### src/rtl/sm_hex_display_n.sv
// Multiplexed hex seven-segment scanner: LZ blanking, dot/enable masks, 16-level PWM.
// Latency: outputs registered, one clock after the (idx, sub) scan state is reached.
// Backpressure: none; free-running scan, inputs sampled once per frame.
module sm_hex_display_n #(
  parameter int DIGITS           = 8,
  parameter int PRESCALE         = 1024,
  parameter bit SEG_ACTIVE_LOW   = 1'b1,
  parameter bit ANODE_ACTIVE_LOW = 1'b1
) (
  input  logic                  clock,
  input  logic                  reset,
  input  logic [4*DIGITS-1:0]   number,
  input  logic [DIGITS-1:0]     dots,
  input  logic [DIGITS-1:0]     digit_en,
  input  logic                  blank_lz,
  input  logic [3:0]            brightness,
  output logic [6:0]            seven_segments,
  output logic                  dot,
  output logic [DIGITS-1:0]     anodes,
  output logic                  frame_done
);

  localparam int PW = (PRESCALE > 1) ? $clog2(PRESCALE) : 1;
  localparam int IW = (DIGITS > 1) ? $clog2(DIGITS) : 1;
  localparam logic [PW-1:0] PRESC_MAX = PW'(PRESCALE - 1);
  localparam logic [IW-1:0] IDX_MAX   = IW'(DIGITS - 1);

  logic [PW-1:0]         presc;
  logic [3:0]            sub;
  logic [IW-1:0]         idx;
  logic                  primed;

  logic [4*DIGITS-1:0]   snap_number;
  logic [DIGITS-1:0]     snap_dots;
  logic [DIGITS-1:0]     snap_en;
  logic                  snap_blz;
  logic [3:0]            snap_bright;

  logic                  tick;
  logic                  frame_wrap;
  logic                  load;

  assign tick       = (presc == PRESC_MAX);
  assign frame_wrap = tick && (sub == 4'hF) && (idx == IDX_MAX);
  // First tick after reset also loads, so the display never waits a full frame of darkness.
  assign load       = tick && (frame_wrap || !primed);

  always_ff @(posedge clock or posedge reset) begin
    if (reset) begin
      presc       <= '0;
      sub         <= '0;
      idx         <= '0;
      primed      <= 1'b0;
      snap_number <= '0;
      snap_dots   <= '0;
      snap_en     <= '0;
      snap_blz    <= 1'b0;
      snap_bright <= '0;
    end else begin
      if (tick) begin
        presc <= '0;
        sub   <= sub + 4'd1;
        if (sub == 4'hF) begin
          idx <= (idx == IDX_MAX) ? '0 : idx + IW'(1);
        end
      end else begin
        presc <= presc + PW'(1);
      end
      if (load) begin
        primed      <= 1'b1;
        snap_number <= number;
        snap_dots   <= dots;
        snap_en     <= digit_en;
        snap_blz    <= blank_lz;
        snap_bright <= brightness;
      end
    end
  end

  function automatic logic [6:0] hex7(input logic [3:0] nib);
    case (nib)
      4'h0: hex7 = 7'h3F;
      4'h1: hex7 = 7'h06;
      4'h2: hex7 = 7'h5B;
      4'h3: hex7 = 7'h4F;
      4'h4: hex7 = 7'h66;
      4'h5: hex7 = 7'h6D;
      4'h6: hex7 = 7'h7D;
      4'h7: hex7 = 7'h07;
      4'h8: hex7 = 7'h7F;
      4'h9: hex7 = 7'h6F;
      4'hA: hex7 = 7'h77;
      4'hB: hex7 = 7'h7C;
      4'hC: hex7 = 7'h39;
      4'hD: hex7 = 7'h5E;
      4'hE: hex7 = 7'h79;
      default: hex7 = 7'h71;
    endcase
  endfunction

  logic [DIGITS-1:0] zero_upper;
  logic [DIGITS-1:0] visible;
  logic              zero_run;

  // zero_upper[i]: nibbles i..DIGITS-1 are all zero.
  always_comb begin
    zero_run   = 1'b1;
    zero_upper = '0;
    visible    = '0;
    for (int i = DIGITS - 1; i >= 0; i--) begin
      zero_run      = zero_run & (snap_number[4*i +: 4] == 4'h0);
      zero_upper[i] = zero_run;
    end
    for (int i = 0; i < DIGITS; i++) begin
      visible[i] = snap_en[i] & ~(snap_blz & (i > 0) & zero_upper[i]);
    end
  end

  logic [3:0]        cur_nib;
  logic              cur_dot;
  logic              cur_vis;
  logic              lit;
  logic [6:0]        seg_raw;
  logic              dot_raw;
  logic [DIGITS-1:0] an_raw;

  always_comb begin
    cur_nib = 4'h0;
    cur_dot = 1'b0;
    cur_vis = 1'b0;
    for (int i = 0; i < DIGITS; i++) begin
      if (idx == IW'(i)) begin
        cur_nib = snap_number[4*i +: 4];
        cur_dot = snap_dots[i];
        cur_vis = visible[i];
      end
    end
    lit     = cur_vis && (sub < snap_bright);
    seg_raw = lit ? hex7(cur_nib) : 7'h00;
    dot_raw = lit & cur_dot;
    an_raw  = '0;
    for (int i = 0; i < DIGITS; i++) begin
      an_raw[i] = lit & (idx == IW'(i));
    end
  end

  // Anodes are decoded from a single registered idx, so only one can ever be active.
  always_ff @(posedge clock or posedge reset) begin
    if (reset) begin
      seven_segments <= {7{SEG_ACTIVE_LOW}};
      dot            <= SEG_ACTIVE_LOW;
      anodes         <= {DIGITS{ANODE_ACTIVE_LOW}};
      frame_done     <= 1'b0;
    end else begin
      seven_segments <= seg_raw ^ {7{SEG_ACTIVE_LOW}};
      dot            <= dot_raw ^ SEG_ACTIVE_LOW;
      anodes         <= an_raw ^ {DIGITS{ANODE_ACTIVE_LOW}};
      frame_done     <= frame_wrap;
    end
  end

endmodule

### config.mk
export PLATFORM = sky130hd
export DESIGN_NAME = sm_hex_display_n
export DESIGN_NICKNAME = d
export VERILOG_FILES = /design/src/rtl/sm_hex_display_n.sv
export SDC_FILE = /design/constraint.sdc
export NUM_CORES = 1
export LEC_CHECK = 0
export CAP_MARGIN = 10
export CORE_MARGIN = 2
export CORE_UTILIZATION = 53
export CTS_CLUSTER_SIZE = 8
export DETAILED_ROUTE_END_ITERATION = 12
export GPL_TIMING_DRIVEN = 0
export HOLD_SLACK_MARGIN = 0.02
export PLACE_DENSITY_LB_ADDON = 0.25
export SLEW_MARGIN = 30
export SYNTH_ARGS = -nofsm -noshare
export SYNTH_HDL_FRONTEND = slang
export SYNTH_SLANG_ARGS = --single-unit
### constraint.sdc
create_clock -name clock -period 4.2 [get_ports clock]
set_clock_uncertainty 0.2 [all_clocks]
set_input_delay 1.26 -clock clock [delete_from_list [all_inputs] [get_ports clock]]
set_output_delay 1.26 -clock clock [all_outputs]
set_load 0.005 [all_outputs]
Word level (Yosys, flattened, before mapping)
Memories as Yosys holds them, arrays and structs flattened.
Cells that the tools add are included.
- register bits after elaboration: 88
- bits in latches: 0
- memory bits (writable): 0
- ROM bits: 112
- input bits: 55
- output and inout bits: 17
- word-level logic and storage cells: 108
- memories: 1
- $add $sub $neg: 3
- multiply operators: 0
- div/mod/pow operators: 0
- order comparisons: 1
- eq/ne operators: 9
- shift operators: 0
- muxes and demuxes: 27
- bitwise operators: 39
- reductions and logical operators: 15
- memories (name ; depth ; width ; rd ports ; clocked after Yosys merged registers in ; wr ports ; line ; RTL):
    (no name shown) ; 16 ; 7 ; 1 ; 0 ; 0 ; 81 ; case (nib)
- operator list (kind ; count):
    4-bit two-way mux ; 8
    1-bit AND ; 29
    4-bit zero test ; 7
    1-bit two-way mux ; 16
    3-bit equality test (second input constant) ; 4
    10-bit by 1-bit adder with 10-bit output (second input constant) ; 1
    10-bit equality test (second input constant) ; 1
    10-bit two-way mux ; 1
    1-bit inverter ; 8
    8-bit inverter ; 1
    7-bit two-way mux ; 1
    7-bit inverter ; 1
    3-bit by 2-bit equality test with 1-bit output (second input constant) ; 2
    4-bit by 1-bit adder with 4-bit output (second input constant) ; 1
    4-bit equality test (second input constant) ; 1
    1-bit logical AND ; 4
    4-bit < comparator ; 1
    3-bit by 1-bit adder with 3-bit output (second input constant) ; 1
    3-bit by 1-bit equality test with 1-bit output (second input constant) ; 1
    3-bit zero test ; 1
    3-bit two-way mux ; 1
    2-bit AND reduction ; 1
    1-bit zero test ; 1
    1-bit logical OR ; 1

Depth between registers and ports, before layout
- word-level depth: 20
- depth in mapped cells: 15
- depth with buffers taken out: 12

Worst setup path before layout
Ideal clock, no wire load.
- path kind: register to register
- start point: reg idx[2]
- end point: reg seven_segments[1]
- data arrival time: 2761 ps
- data required time: 3925 ps
- setup slack: 1164 ps
- stages on the path, launching flop included: 13
- clock period less this slack: 3036 ps
- cells stage by stage: dfrtp_1 buf_2 clkinv_1 ha_1 or2_2 a221oi_1 o22ai_1 a31oi_1 inv_1 ha_1 o21bai_1 o21a_1 o211ai_2
- longest elaborated chain between the ends: 12
- elaborated cells between the ends (all ways): 28
- RTL lines (item ; line ; RTL):
    start: declaration ; 30 ; logic [IW-1:0] idx;
    start signal: assignment ; 64 ; idx <= (idx == IDX_MAX) ? '0 : idx + IW'(1);
    3-bit zero test ; 132 ; if (idx == IW'(i)) begin
    4-bit two-way mux or 1-bit two-way mux (tied branches) (8 in a row) ; 132 ;
    memory 16 x 7 bit or 1-bit logical AND (tied branches) ; - ;
    7-bit two-way mux * ; 139 ; seg_raw = lit ? hex7(cur_nib) : 7'h00;
    7-bit inverter (no line) * ; - ;
    end signal: assignment ; 150 ; seven_segments <= {7{SEG_ACTIVE_LOW}};
    end signal: assignment ; 155 ; seven_segments <= seg_raw ^ {7{SEG_ACTIVE_LOW}};
    end: declaration ; 17 ; output logic [6:0] seven_segments,
Mark *: on every way between the ends. The rest lies on a longest branch, timed or not.
A chain may end at the register's enable or synchronous reset.

Final worst setup path
- start point: reg idx[1]
- end point: reg seven_segments[5]
The elaborated chain is that of the path after synthesis.

==> metrics <==
status=completed; Synth Area in Simple Gates=a little over an eighth; antenna violations before repair=0; IR drop worst, VDD=roughly 0.22 mV; most common cell after layout, fill and taps aside=sky130_fd_sc_hd__dfrtp_1; source of the worst hold timing path=primed; Most used DFF post-synth=sky130_fd_sc_hd__dfrtp_1; highest net fanout along the worst path=10; met1 wire length=4380 um; sequential fraction of the synthesis area=51.3%; Clock Tree Root=sky130_fd_sc_hd__clkbuf_8; Pint=0.00118 W; pin slew with the least headroom to its limit=roughly 0.64 ns; Die Height=approximately 94 um; count of clock tree sinks=88; element type at the critical path end=flop; fraction of power consumed by the clock network=39.6%; Total Negative Setup Slacks=0 ns; Filler Cells Inserted=between 600 and 700; YS warnings=0; worst flop-to-flop path startpoint=idx[1]; later-pin clock latency in the skew report=0.37 ns; Netlist cell types=56; share of cells above drive strength 1=22.8%; Net Count, Synth=458; switching share of power=between 20 and 25%; portion of total power attributed to combinational logic=approximately 4.6%; wire length after detailed routing=just under 10000 um; diodes inserted=0; Detailed Route Iter0 Violations=129; initial core utilization=55.5%; CP startpoint kind=flop; Resize count post-CTS=0; number of buffer cells added on primary ports=71; buffer depth of the longest clock path=2; time the worst path needs with I/O delays and setup=slightly below 4 ns; instance count after placement with tap cells included=560; Arrival @ worst endpoint=approximately 4 ns; mean instance size in the synthesized netlist=11.2 sq um; most frequent cells in the layout=72 x sky130_fd_sc_hd__dfrtp_1, 71 x sky130_fd_sc_hd__clkdlybuf4s50_1, 47 x sky130_fd_sc_hd__mux2_2, 39 x sky130_fd_sc_hd__nand2_1, 19 x sky130_fd_sc_hd__o21ai_0; Psw=0.000340 W; setup bufs post-CTS=0; highest attainable clock frequency=259 MHz; total met3 wirelength after detailed routing=about 530 um; P&R area growth vs syn=24.8%; dpl hpwl=7260 um; post-route total power=0.00152 W; critical path data required time=4.29 ns; Synth async-reset ratio=100%; Cell Area, Synth=4330 sq um; total grt overflow=0; number of nets still failing antenna checks after routing=0; CTS H-tree lvls=3; Critical Path Start=idx[1]; Setup Viol. Count Final=0; number of hold buffers added after cts=0; XOR/XNOR share of the synthesized area=between 2 and 2.5%; Vias/cell=5.51; gate count of the mapped netlist=just under 400; TritonCTS clock tree=done; share of the cycle needed by the critical path after routing=roughly nine tenths; sequential share of power=55.8%; worst min-delay path category=flop to flop; top routing layer used=met4; Leak=between 2 and 2.5 nW; clock edge transition at the registers on the reported setup and hold paths=0.09 ns; count of flip-flops with a built-in enable after synthesis=0; pin count of the biggest net entering global routing=between 40 and 50; floorplan die width=between 90 and 100 um; multiplexer share of the synthesized area=approximately 12%; share of the synthesized area in compound gates (AO/OA/AOI/OAI)=12.4%; final layout net count=541; Worst Path Class, Setup=flop to flop; via count of the first global-routing pass=~3300; combinational family with the most area after synthesis=simple AND/OR/NAND/NOR gates; global placement routability congestion=0.874; unrepaired setup endpoints after global routing=false; TritonCTS buffer count=9; overall routing resource usage=24.0%; synthesized-area fraction occupied by adder cells=4.91%; max-slew violation count=0; DRC viols=0; Max-cap violations=0; detailed-route via count=3175; core box area=7810 sq um; Final Hold Viols=0; floorplan row count=32; non-filler instance count after layout=~580; synthesis-stage register bit count=88; routed wire length on met2=4700 um; Slew HR=57.2%; I/O pin total=72; Pre-antenna DRT Iters=4; power per standard cell area=281 nW/um^2; first-pass GRT wire length=16200 um; Routed wire per std cell=16.9 um; total die area=8910 sq um
[registers in the layout, indices dropped and copies added (netlist names)]
register / flops
frame_done: 1
snap_dots: 8
anodes: 8
presc: 10
primed: 1
dot: 1
snap_blz: 1
idx: 3
seven_segments: 7
snap_number: 32
snap_bright: 4
sub: 4
snap_en: 8
[logic make-up (layout without fill, tap and decap cells)]
logic type	after synthesis	count (layout)
buffers and inverters	37	125
AO/OA/AOI/OAI	77	77
flip-flops	88	88
adder cells (fa/ha/maj)	17	17
multiplexers	48	48
AND/OR/NAND/NOR	108	108
XOR/XNOR	11	11
[power groups by stage]
stage / Sequential [W] / Combinational (W) / Clock, W
floorplan: 0.000864 / 0.0000126 / 0
global placement: 0.000864 / 0.0000671 / 0
detailed placement: 0.000863 / 0.0000713 / 0
CTS: 0.000847 / 0.0000718 / 0.000610
global route: 0.000848 / 0.0000766 / 0.000649
finish: 0.000847 / 0.0000698 / 0.000602
[final cells by class]
cell class / count / area, sq um / share of cell area (%)
clock inverters: 6 / 75.1 / 1.39
well taps: 102 / 128 / 2.36
clock buffers: 10 / 128 / 2.36
flip-flops and latches: 88 / 2220 / 41.1
multi-input cells: 261 / 1950 / 36.1
plain buffers: 20 / 96.3 / 1.78
inverters: 17 / 68.8 / 1.27
repair buffers: 72 / 738 / 13.7
[metrics by stage]
stage                     util, %  hold WS (ns)  setup slack [ns]  area [sq um]
after floorplan                 -         0.240             0.488          4330
after global placement       66.2         0.254            -0.755          5170
after detailed placement     66.7         0.262             0.478          5200
after CTS                    69.2         0.285             0.428          5410
after global routing         69.2         0.306            0.0952          5410
final                        69.2         0.284             0.338          5410
[per-layer routing]
| layer | vias up | GRT usage, % |
|---|---|---|
| met5 | - | 0 |
| met3 | 10 | 4.71 |
| li1 | 1543 | - |
| met1 | 1524 | 31.9 |
| met4 | 0 | 8.45 |
| met2 | 98 | 39.5 |
[cell usage after synthesis (all sizes together) (3+ instances only)]
cell | n | area, sq um
dfrtp | 72 | 1800
mux2 | 47 | 529
nand2 | 39 | 146
o21ai | 19 | 95.1
a21oi | 17 | 85.1
ha | 17 | 213
dfstp | 16 | 420
inv | 16 | 60.1
nand3 | 14 | 70.1
buf | 13 | 68.8
nor2 | 13 | 51.3
clkbuf | 7 | 27.5
or2 | 7 | 43.8
xnor2 | 6 | 52.6
nand3b | 5 | 37.5
nand4 | 5 | 31.3
nor2b | 5 | 31.3
nor4 | 5 | 46.3
xor2 | 5 | 43.8
a211oi | 4 | 30.0
o211ai | 4 | 40.0
o21a | 4 | 30.0
o221ai | 4 | 41.3
o22ai | 4 | 25.0
a221oi | 3 | 26.3
a31oi | 3 | 25.0
nor3 | 3 | 15.0
o2111ai | 3 | 32.5
o31ai | 3 | 22.5
[worst paths after layout]
kind / to / slack (ns) / cells past startpoint
max: seven_segments[5] / 0.34 / 15
min: primed / 0.28 / 1
max reg2reg: seven_segments[5] / 0.34 / 15
min reg2reg: primed / 0.28 / 1
max in group asynchronous: seven_segments[1] / 2.14 / 3
min in group asynchronous: frame_done / 1.05 / 2
[worst max-delay path, cell delays in order (launching register included)]
cell,delay [ns]
sky130_fd_sc_hd__dfrtp_1,0.43
sky130_fd_sc_hd__inv_1,0.09
sky130_fd_sc_hd__ha_1,0.13
sky130_fd_sc_hd__clkbuf_1,0.30
sky130_fd_sc_hd__buf_2,0.31
sky130_fd_sc_hd__buf_2,0.27
sky130_fd_sc_hd__nand2_1,0.07
sky130_fd_sc_hd__a311oi_1,0.38
sky130_fd_sc_hd__o22ai_1,0.17
sky130_fd_sc_hd__a21oi_1,0.50
sky130_fd_sc_hd__inv_1,0.18
sky130_fd_sc_hd__ha_1,0.24
sky130_fd_sc_hd__inv_1,0.11
sky130_fd_sc_hd__nor3_1,0.08
sky130_fd_sc_hd__a21oi_1,0.19
sky130_fd_sc_hd__o221ai_2,0.12
(Power assumes the default switching activity.)
